--- src/rtl/mem_arbiter.sv ---
// Purpose : shares one single-ported, variable-latency memory between IF and MEM; data has fixed priority over fetch.
// Latency : a request seen in IDLE raises mem_req_o on the next cycle; an ack in that cycle releases stall_o combinationally.
// Backpr. : stall_o freezes the whole pipeline until every pending request has completed; a timeout completes a stuck access.
//
// Ports:
//   clk_i, rst_i                      clock, synchronous active-high reset
//   MemRead_i, MemWrite_i, d_addr_i,
//   d_wdata_i                         data request from EX/MEM (write wins when both are set)
//   if_req_i, if_addr_i               fetch request from IF
//   mem_req_o, mem_we_o, mem_addr_o,
//   mem_wdata_o, mem_ack_i,
//   mem_rdata_i                       memory request/acknowledge handshake
//   d_rdata_o, if_rdata_o             load data to MEM/WB, instruction to IF/ID
//   stall_o                           freeze PC and pipeline registers
//   err_o                             sticky timeout flag
module mem_arbiter #(
    parameter int TIMEOUT = 64
) (
    input  logic        clk_i,
    input  logic        rst_i,
    input  logic        MemRead_i,
    input  logic        MemWrite_i,
    input  logic [31:0] d_addr_i,
    input  logic [31:0] d_wdata_i,
    input  logic        if_req_i,
    input  logic [31:0] if_addr_i,
    output logic        mem_req_o,
    output logic        mem_we_o,
    output logic [31:0] mem_addr_o,
    output logic [31:0] mem_wdata_o,
    input  logic        mem_ack_i,
    input  logic [31:0] mem_rdata_i,
    output logic [31:0] d_rdata_o,
    output logic [31:0] if_rdata_o,
    output logic        stall_o,
    output logic        err_o
);

    localparam int CW = (TIMEOUT > 2) ? $clog2(TIMEOUT) : 1;
    localparam logic [CW-1:0] CNT_LAST = CW'(TIMEOUT - 1);

    typedef enum logic [1:0] {
        IDLE   = 2'd0,
        D_BUSY = 2'd1,
        I_BUSY = 2'd2
    } state_t;

    state_t        state_q,   state_d;
    logic [CW-1:0] cnt_q,     cnt_d;
    logic          d_done_q,  d_done_d;
    logic [31:0]   d_rdata_q, d_rdata_d;
    logic          err_q,     err_d;
    logic          we_q,      we_d;
    logic [31:0]   addr_q,    addr_d;
    logic [31:0]   wdata_q,   wdata_d;

    logic dreq, d_pend, d_busy, i_busy, busy, tmo, cmp, stall;

    always_comb begin
        dreq   = MemRead_i | MemWrite_i;
        // d_done_q masks a data request that already completed while a fetch kept the pipeline frozen
        d_pend = dreq & ~d_done_q;
        d_busy = (state_q == D_BUSY);
        i_busy = (state_q == I_BUSY);
        busy   = d_busy | i_busy;
        tmo    = busy & (cnt_q == CNT_LAST);
        cmp    = busy & (mem_ack_i | tmo);
        stall  = (d_pend & ~(d_busy & cmp)) | (if_req_i & ~(i_busy & cmp));
    end

    always_comb begin
        state_d   = state_q;
        we_d      = we_q;
        addr_d    = addr_q;
        wdata_d   = wdata_q;
        d_rdata_d = d_rdata_q;

        case (state_q)
            IDLE: begin
                if (d_pend) begin
                    state_d = D_BUSY;
                    we_d    = MemWrite_i;
                    addr_d  = d_addr_i;
                    wdata_d = d_wdata_i;
                end else if (if_req_i) begin
                    state_d = I_BUSY;
                    we_d    = 1'b0;
                    addr_d  = if_addr_i;
                    wdata_d = 32'd0;
                end
            end
            D_BUSY, I_BUSY: begin
                if (cmp) begin
                    state_d = IDLE;
                end
            end
            default: state_d = IDLE;
        endcase

        // A timed-out load returns zero; stores never disturb the held load data
        if (d_busy & cmp & ~we_q) begin
            d_rdata_d = mem_ack_i ? mem_rdata_i : 32'd0;
        end

        cnt_d    = (busy & ~cmp) ? cnt_q + CW'(1) : '0;
        err_d    = err_q | (tmo & ~mem_ack_i);
        d_done_d = stall ? (d_done_q | (d_busy & cmp)) : 1'b0;
    end

    always_ff @(posedge clk_i) begin
        if (rst_i) begin
            state_q   <= IDLE;
            cnt_q     <= '0;
            d_done_q  <= 1'b0;
            d_rdata_q <= 32'd0;
            err_q     <= 1'b0;
            we_q      <= 1'b0;
            addr_q    <= 32'd0;
            wdata_q   <= 32'd0;
        end else begin
            state_q   <= state_d;
            cnt_q     <= cnt_d;
            d_done_q  <= d_done_d;
            d_rdata_q <= d_rdata_d;
            err_q     <= err_d;
            we_q      <= we_d;
            addr_q    <= addr_d;
            wdata_q   <= wdata_d;
        end
    end

    assign mem_req_o   = (state_q != IDLE);
    assign mem_we_o    = we_q;
    assign mem_addr_o  = addr_q;
    assign mem_wdata_o = wdata_q;
    // Bypass in the ack cycle so the pipeline can advance at the end of it
    assign d_rdata_o   = (d_busy & mem_ack_i) ? mem_rdata_i : d_rdata_q;
    assign if_rdata_o  = (i_busy & mem_ack_i) ? mem_rdata_i : 32'd0;
    assign stall_o     = stall;
    assign err_o       = err_q;

endmodule

--- config.mk ---
export PLATFORM = sky130hd
export DESIGN_NAME = mem_arbiter
export DESIGN_NICKNAME = d
export VERILOG_FILES = /design/src/rtl/mem_arbiter.sv
export SDC_FILE = /design/constraint.sdc
export NUM_CORES = 1
export LEC_CHECK = 0
export BUFFER_PORTS_ARGS = -buffer_cell sky130_fd_sc_hd__buf_4
export CAP_MARGIN = 20
export CORE_MARGIN = 2
export CORE_UTILIZATION = 44
export DETAILED_ROUTE_END_ITERATION = 16
export GPL_ROUTABILITY_DRIVEN = 0
export PLACE_DENSITY = 0.91
export SYNTH_ARGS = -nofsm -noshare
export SYNTH_HDL_FRONTEND = slang
export SYNTH_SLANG_ARGS = --single-unit
--- constraint.sdc ---
create_clock -name clk_i -period 2.1 [get_ports clk_i]
set_input_delay 0.21 -clock clk_i [delete_from_list [all_inputs] [get_ports clk_i]]
set_output_delay 0.21 -clock clk_i [all_outputs]
set_load 0.01 [all_outputs]
======== Yosys cells after proc, flatten, opt, wreduce, memory -nomap -nowiden ========
Cells that the tools add are included.
W data, S select, Z words.
word-level totals
  output and inout port bits .............. 132
  logic and storage cells ................. 61
  register bits ........................... 107
  input bits .............................. 134
cells by class
  bitwise operators ....................... 26
  mux-type cells .......................... 13
  eq/ne operators ......................... 5
  reductions and logical operators ........ 8
  $add $sub $neg .......................... 1
operator list
  operator               number
  $mux W32               7
  $and A1 B1 Y1          12
  $not A1 Y1             8
  $add A6 B1 Y6 const B  1
  $eq A6 B6 Y1 const B   1
  $mux W2                3
  $or A1 B1 Y1           6
  $reduce_or A2 Y1       3
  $pmux W2 S2            1
  $reduce_and A2 Y1      2
  $reduce_bool A2 Y1     2
  $ne A3 B3 Y1 const B   1
  $eq A2 B1 Y1 const B   1
  $eq A2 B2 Y1 const B   1
  $logic_not A2 Y1       1
  $mux W1                2
  $ne A2 B2 Y1 const B   1

======== Depth between registers and ports, before layout ========
Gate-level depths: netlist of run 1.
  word-level depth ........................ 11
  mapped depth ............................ 8
  depth with buffers taken out ............ 6

======== Worst setup path after synthesis of run 1 ========
Ideal clock, no wire load.
  path type ............................... reg2reg
  start ................................... reg state_q[1]
  end ..................................... reg d_rdata_q[22]
  clock period less this slack ............ 1.602 ns
  library setup time ...................... 0.070 ns
  arrival ................................. 1.531 ns
  cell stages (with the launch flop) ...... 8
  path buffers ............................ 1
  data required time ...................... 2.030 ns
  setup slack ............................. 0.498 ns
  path through ............................ dfxtp_1 > inv_1 > ha_1 > nand3b_1 > nor2_1 > clkbuf_1 > nand2_1 > a21oi_1
between the ends
  word-level cells in the longest chain between the ends .. 7
  elaborated cells between the ends (all ways) .. 8
  classes of those cells .................. 2 x eq/ne; 6 x bitwise
RTL lines
  what                                          RTL line  RTL
  start: declaration                            48        state_t state_q, state_d;
  start signal: assignment                      121       state_q <= state_d;
  $eq A2 B1 Y1 or $eq A2 B2 Y1 (tied branches)  63, 64
  $or A1 B1 Y1                                  65        busy = d_busy | i_busy;
  $and A1 B1 Y1                                 66        tmo = busy & (cnt_q == CNT_LAST);
  $or A1 B1 Y1                                  67        cmp = busy & (mem_ack_i | tmo);
  $and A1 B1 Y1                                 67
  $and A1 B1 Y1 (*) (2 in a row)                101       if (d_busy & cmp & ~we_q) begin
  end signal: assignment                        124       d_rdata_q <= d_rdata_d;
  end: declaration                              51        logic [31:0] d_rdata_q, d_rdata_d;
Every way passes the cells marked *; elsewhere a longest branch is shown, timed or not.
A chain may end at the register's enable or synchronous reset.

======== Final worst setup path of run 1 ========
  start ................................... reg state_q[1]
  end ..................................... out d_rdata_o[30]
between the ends
  word-level cells in the longest chain between the ends .. 3
RTL lines
  what              RTL line  RTL
  $eq A2 B1 Y1      63        d_busy = (state_q == D_BUSY);
  $and A1 B1 Y1     137       assign d_rdata_o = (d_busy & mem_ack_i) ? mem_rdata_i : d_rdata_q;
  $mux W32          137
  end: declaration  33        output logic [31:0] d_rdata_o,
No other way between the ends.

==> metrics.txt, run 1 <==
post-synth design cell area 4670 µm²; num ports 266; Die X 107 µm; clk sinks 107; largest family of logic cells by synthesized area compound AO/OA/AOI/OAI gates; ratio of final minimum period to clock period 0.968; simple-gate share of the synthesized area 0.178; count of unique library cells instantiated by Yosys 35; root cell of the clock tree sky130_fd_sc_hd__clkbuf_8; Die Y-Extent 107 µm; Post-Layout Inst Area 7030 µm²; number of clock buffers inserted by TritonCTS 9; Adder-Cell Fraction of Synth Area 0.0107; Placed Instance Area 6730 µm²; vias per cell 5.42; number of diodes 0; worst reg2reg path endpoint mem_addr_o[14]$_SDFFE_PP0P_; sequential standard cell area 2140 µm²; capturing element type of the critical path primary output; fraction of synthesized area in multiplexers 0.0772; LEAKAGE 3.37 nW; cell count after synthesis 532; peak fanout along the critical path 8; vias in the first global route 4777; total die area 11400 µm²; initial antenna violation count 0; number of inserted filler cells in the final layout 778; worst-case setup slack after placement -0.0176 ns; number of port buffers 265; critical path class reg2out; post-layout total power 5.49 mW; Core Box Area 10300 µm²; HPWL reported at the end of detailed placement 10600 µm; highest clock rate 492 MHz; Final Hold Vio Count 0; total power divided by cell area 781 nW/µm²; number of cells traversed by the worst hold path 2; Final Non-Filler Cells 920; number of violations of the max-capacitance limit 0; Final setup viols 0; data required time of the worst path 1.89 ns; Relative slew margins 0.517; via count 4987; run status completed; Tmin final 2.03 ns; total congestion overflow after global routing 0; Initial Util 0.452; transition time at the pin with the least slew margin 0.723 ns; Post-Syn Area per Cell 8.77 µm²; starting DRC count in detailed routing 286; Mapped Nets 670; Final WS setup 0.0678 ns; Tot GR Track Use 0.245; Peak supply drop 0.441 mV; worst reg2reg path depth 7; Antenna Violating Nets Remaining 0; Max Slew Vio Count 0; Area growth syn-to-layout 50.6%; area of the multi-input gates 2330 µm²; Worst EP arrival 1.82 ns; Worst Setup Start Kind register; internal reg-to-reg setup slack 0.16 ns; TNS Setup 0 ns; routed wire length 14600 µm; share of the synthesized area in compound gates (AO/OA/AOI/OAI) 0.215; maximum number of pins on one net before global-route repair 67; class of the tightest hold or removal check in2reg; FP Rows 37; NumNets Final 917; global-route wire length before repair 22600 µm; number of warnings issued by yosys 0; Post-route DRC 0; hold path endpoint mem_wdata_o[16]$_SDFFE_PP0P_; clock transition time at the flip-flop clock pins of the worst setup and hold paths 0.11 ns; clock skew after layout 0.0144 ns; fraction of final layout cells sized beyond drive strength 1 0.438; clock latency at the later pin of the worst-skew pair 0.37 ns; Max Buffers Root-to-Sink 2; Max H-tree Level 3; flop and latch count out of synthesis 107; Avg WL per Cell 15.8 µm; sequential area share after synthesis 0.459; TritonCTS clock tree yes; origin of the worst min-delay path d_wdata_i[16]; cell total after placement 900; xor/xnor cell area share of the yosys netlist 0.00750; asr flop ratio synth 0; number of enable flip-flop cells after synthesis 0; first drt pass iteration count 5; Post-synth top flop sky130_fd_sc_hd__dfxtp_1; startpoint of the worst register-to-register path state_q[1]$_SDFFE_PP0P_
-- critical path, stage by stage (launching register included) --
cell	delay, ns
sky130_fd_sc_hd__dfxtp_2	0.35
sky130_fd_sc_hd__inv_1	0.08
sky130_fd_sc_hd__ha_4	0.19
sky130_fd_sc_hd__nand2_4	0.08
sky130_fd_sc_hd__buf_6	0.12
sky130_fd_sc_hd__clkbuf_16	0.15
sky130_fd_sc_hd__mux2_2	0.34
sky130_fd_sc_hd__buf_4	0.15
-- cells by family (layout without fill, tap and decap cells) --
| logic type | Yosys count | in the layout |
|---|---|---|
| AOI/OAI and AO/OA | 141 | 141 |
| xor gates and xnor gates | 4 | 4 |
| adders and majority gates | 4 | 4 |
| buffers and inverters | 52 | 304 |
| DFF | 107 | 107 |
| muxes | 32 | 32 |
| and+or+nand+nor | 192 | 192 |
-- layer usage --
| metal | vias to the layer above | track usage | part of all wire |
|---|---|---|---|
| li1 | 2380 | - | - |
| met1 | 2346 | 0.266 | 0.38 |
| met2 | 231 | 0.455 | 0.52 |
| met3 | 30 | 0.0596 | 0.080 |
| met4 | 0 | 0.0955 | 0.023 |
| met5 | - | 0 | 0 |
-- cells in the final DEF (no fill, tap or decap), drive strengths merged, types with 32 or more instances in the layout --
cell type    n
buf        281
dfxtp      107
nand2      103
nor2        45
a21oi       35
and3        34
a22o        33
o21ai       33
mux2        32
a311oi      32
-- report_power, final --
group / internal (mW) / switching [mW] / total [mW]
combinational: 0.936 / 0.910 / 1.85
sequential: 2.29 / 0.156 / 2.44
clock: 0.458 / 0.745 / 1.20
-- registers in the layout (all words and copies together), names as in the netlist --
signal       flops
cnt_q            6
d_done_q         1
d_rdata_q       32
err_o            1
mem_addr_o      32
mem_wdata_o     32
mem_we_o         1
state_q          2
-- synthesized netlist by cell type (2+ instances only) --
cell | n | area share
sky130_fd_sc_hd__xor2_1 | 3 | 0.0056
sky130_fd_sc_hd__dfxtp_1 | 107 | 0.46
sky130_fd_sc_hd__ha_1 | 4 | 0.011
sky130_fd_sc_hd__nand2_1 | 103 | 0.083
sky130_fd_sc_hd__o21ai_0 | 32 | 0.034
sky130_fd_sc_hd__nand3_1 | 5 | 0.0054
sky130_fd_sc_hd__nor2_1 | 44 | 0.035
sky130_fd_sc_hd__clkbuf_1 | 21 | 0.017
sky130_fd_sc_hd__a311oi_1 | 32 | 0.060
sky130_fd_sc_hd__a22o_1 | 33 | 0.062
sky130_fd_sc_hd__a21oi_1 | 34 | 0.036
sky130_fd_sc_hd__buf_6 | 3 | 0.0072
sky130_fd_sc_hd__and3_1 | 34 | 0.046
sky130_fd_sc_hd__buf_2 | 19 | 0.020
sky130_fd_sc_hd__clkbuf_2 | 2 | 0.0021
sky130_fd_sc_hd__inv_1 | 6 | 0.0048
sky130_fd_sc_hd__mux2_2 | 32 | 0.077
-- stage by stage --
stage,utilization,hold slack [ns]
CTS,0.675,0.0271
floorplan,-,0.343
detailed placement,0.652,0.433
global placement,0.652,0.425
finish,0.681,0.0467
global route,0.681,0.0199
-- layout make-up --
type,count,share of cell area
clock buffers,10,0.0182
clock inverters,6,0.00765
inverters,6,0.00320
multi-input cells,373,0.331
flip-flops and latches,107,0.305
well taps,136,0.0242
repair buffers,282,0.311
-- repair_timing --
action	in CTS	in global routing
buffers inserted	1	1
cloned	1	1
resized for setup	4	7
setup endpoints to repair	40	33
hold buffers	0	0
-- how the worst max path moves through the flow --
| stage | end | depth (start not counted) | slack, ns | startpoint |
|---|---|---|---|---|
| floorplan | d_rdata_q[22]$_SDFFE_PP0P_ | 7 | 0.50 | state_q[1]$_SDFFE_PP0P_ |
| global placement | mem_wdata_o[29]$_SDFFE_PP0P_ | 6 | 0.16 | state_q[0]$_SDFFE_PP0P_ |
| detailed placement | mem_wdata_o[13]$_SDFFE_PP0P_ | 6 | -0.02 | state_q[1]$_SDFFE_PP0P_ |
| CTS | d_rdata_o[4] | 6 | -0.003 | state_q[1]$_SDFFE_PP0P_ |
| global route | d_rdata_o[7] | 7 | -0.006 | state_q[1]$_SDFFE_PP0P_ |
| finish | d_rdata_o[30] | 7 | 0.07 | state_q[1]$_SDFFE_PP0P_ |
Power figures use the tool's default switching activity.
==> inputs of run 2 (changes only) <==
--- a/config.mk
+++ b/config.mk
@@ -7,10 +7,11 @@
 export LEC_CHECK = 0
 export BUFFER_PORTS_ARGS = -buffer_cell sky130_fd_sc_hd__buf_4
 export CAP_MARGIN = 20
-export CORE_MARGIN = 2
+export CORE_MARGIN = 8
 export CORE_UTILIZATION = 44
 export DETAILED_ROUTE_END_ITERATION = 16
 export GPL_ROUTABILITY_DRIVEN = 0
+export HOLD_SLACK_MARGIN = 0.03
 export PLACE_DENSITY = 0.91
 export SYNTH_ARGS = -nofsm -noshare
 export SYNTH_HDL_FRONTEND = slang
==> constraint.sdc (replaced) <==
create_clock -name clk_i -period 2.1 [get_ports clk_i]
set_input_delay 0.105 -clock clk_i [delete_from_list [all_inputs] [get_ports clk_i]]
set_output_delay 0.105 -clock clk_i [all_outputs]
set_load 0.01 [all_outputs]
==> run 2 against run 1 <==
  * Highest routed layer unchanged
  * Largest cell class is now non-clock buffers
  * Register-to-register slack better by 0.02 ns
  * Clock power up 8%
  * Die area up 24%
==> metrics.txt, run 2 (same netlist as run 1, synthesis figures left out) <==
run status completed (unchanged); critical path class reg2out (unchanged); vias per cell 5.53 (was 5.42); Avg WL per Cell 20.0 µm (was 15.8 µm); data required time of the worst path 2.00 ns (was 1.89 ns); Worst EP arrival 1.87 ns (was 1.82 ns); initial antenna violation count 1 (was 0); via count 5790 (was 4987); HPWL reported at the end of detailed placement 12200 µm (was 10600 µm); Area growth syn-to-layout 76.7% (was 50.6%); number of clock buffers inserted by TritonCTS 9 (unchanged); class of the tightest hold or removal check in2reg (unchanged); maximum number of pins on one net before global-route repair 71 (was 67); number of port buffers 265 (unchanged); Critical path origin state_q[1]$_SDFFE_PP0P_ (unchanged); LEAKAGE 3.88 nW (was 3.37 nW); leading cell type in the layout, fill and taps excluded sky130_fd_sc_hd__buf_4 (unchanged); starting DRC count in detailed routing 557 (was 286); Final Non-Filler Cells 1047 (was 920); termination of the worst setup path d_rdata_o[1] (was d_rdata_o[30]); total congestion overflow after global routing 0 (unchanged); highest clock rate 505 MHz (was 492 MHz); Relative slew margins 0.486 (was 0.517); Antenna Violating Nets Remaining 0 (unchanged); Die Y-Extent 119 µm (was 107 µm); Max Slew Vio Count 0 (unchanged); Tot GR Track Use 0.281 (was 0.245); Die X 119 µm (was 107 µm); Final Hold Vio Count 0 (unchanged); number of inserted filler cells in the final layout 565 (was 778); total power divided by cell area 708 nW/µm² (was 781 nW/µm²); Tmin final 1.98 ns (was 2.03 ns); internal reg-to-reg setup slack 0.18 ns (was 0.16 ns); cell total after placement 899 (was 900); Max Buffers Root-to-Sink 2 (unchanged); capturing element type of the critical path primary output (unchanged); FP Rows 37 (unchanged); peak fanout along the critical path 14 (was 8); first drt pass iteration count 5 (unchanged); worst reg2reg path endpoint mem_addr_o[31]$_SDFFE_PP0P_ (was mem_addr_o[14]$_SDFFE_PP0P_); Post-route DRC 0 (unchanged); startpoint of the worst register-to-register path state_q[0]$_SDFFE_PP0P_ (was state_q[1]$_SDFFE_PP0P_); root cell of the clock tree sky130_fd_sc_hd__clkbuf_8 (unchanged); Final Core Density 0.799 (was 0.681); Max H-tree Level 3 (unchanged); clk sinks 107 (unchanged); RSZ-0062 raised after global routing no; Final setup viols 0 (unchanged); clock skew after layout 0.0119 ns (was 0.0144 ns); num ports 266 (unchanged); NumNets Final 1043 (was 917); clock latency at the later pin of the worst-skew pair 0.39 ns (was 0.37 ns); fraction of final layout cells sized beyond drive strength 1 0.371 (was 0.438); clock transition time at the flip-flop clock pins of the worst setup and hold paths 0.12 ns (was 0.11 ns); TritonCTS clock tree yes (unchanged); commonest cells after routing, fill and taps aside sky130_fd_sc_hd__buf_4 (277), sky130_fd_sc_hd__dlygate4sd3_1 (128), sky130_fd_sc_hd__dfxtp_1 (107) (was sky130_fd_sc_hd__buf_4 (277), sky130_fd_sc_hd__dfxtp_1 (105), sky130_fd_sc_hd__nand2_1 (102)); number of violations of the max-capacitance limit 0 (unchanged); transition time at the pin with the least slew margin 0.772 ns (was 0.723 ns); total die area 14200 µm² (was 11400 µm²); routed wire length 20900 µm (was 14600 µm); Initial Util 0.452 (unchanged); vias in the first global route 6119 (was 4777); ratio of final minimum period to clock period 0.942 (was 0.968); global-route wire length before repair 32600 µm (was 22600 µm); worst reg2reg path depth 7 (unchanged); Worst Setup Start Kind register (unchanged); Peak supply drop 0.410 mV (was 0.441 mV); TNS Setup 0 ns (unchanged); Core Box Area 10300 µm² (unchanged)
-- run 2: cell type report --
class | count | area, µm² | area share
Clock buffer | 9 | 124 | 0.0150
Multi-Input combinational cell | 373 | 2310 | 0.280
Timing Repair Buffer | 408 | 3400 | 0.413
Clock inverter | 7 | 76.3 | 0.00925
Sequential cell | 107 | 2140 | 0.260
Tap cell | 136 | 170 | 0.0206
Antenna cell | 1 | 2.50 | 0.000303
Inverter | 6 | 22.5 | 0.00273
-- run 2: worst min-delay path by stage --
stage,startpoint,end,cells after the start
final,if_req_i,state_q[1]$_SDFFE_PP0P_,3
after global routing,d_addr_i[25],mem_addr_o[25]$_SDFFE_PP0P_,3
after CTS,d_addr_i[25],mem_addr_o[25]$_SDFFE_PP0P_,3
after detailed placement,d_wdata_i[6],mem_wdata_o[6]$_SDFFE_PP0P_,2
after global placement,d_wdata_i[15],mem_wdata_o[15]$_SDFFE_PP0P_,2
after floorplan,d_wdata_i[22],mem_wdata_o[22]$_SDFFE_PP0P_,1
-- run 2: repair_timing --
action,CTS,global route
resized for setup,1,7
pin swaps,0,1
setup endpoints to repair,33,73
endpoints found under the hold margin,97,0
hold buffers,128,0
buffers inserted,0,3
-- run 2: critical path, cell delays in order (launching register included) --
cell and delay [ns]:
sky130_fd_sc_hd__dfxtp_1 0.39, sky130_fd_sc_hd__inv_1 0.08, sky130_fd_sc_hd__ha_2 0.21, sky130_fd_sc_hd__nand2_2 0.11, sky130_fd_sc_hd__buf_6 0.19, sky130_fd_sc_hd__mux2_2 0.36, sky130_fd_sc_hd__buf_4 0.16
-- run 2: metal layers --
layer  wire (µm)  share of wire  vias up  global-route usage
met1        7490           0.36     2727               0.295
met3        2080          0.099       69              0.0874
li1            -              -     2634                   -
met4         811          0.039        0               0.139
met5           0              0        -                   0
met2       10500           0.50      360               0.499
-- run 2: power by group --
part	total, mW	switching, mW	internal, mW	leakage, nW
clock network	1.30	0.818	0.478	0.103
registers	2.46	0.171	2.29	0.878
logic	2.09	1.03	1.06	2.90
total	5.84	2.02	3.82	3.88
-- run 2: per-stage QoR --
| stage | total power [mW] | instance area (µm²) | worst slack [ns] | hold WS (ns) |
|---|---|---|---|---|
| final | 5.84 | 8250 | 0.121 | 0.0638 |
| after global routing | 6.11 | 8250 | 0.0297 | 0.0720 |
| after CTS | 5.73 | 8200 | 0.00377 | 0.0575 |
| after detailed placement | 4.27 | 6710 | -0.0530 | 0.325 |
| after global placement | 4.20 | 6710 | 0.124 | 0.321 |
| after floorplan | 3.39 | 4670 | 0.498 | 0.238 |
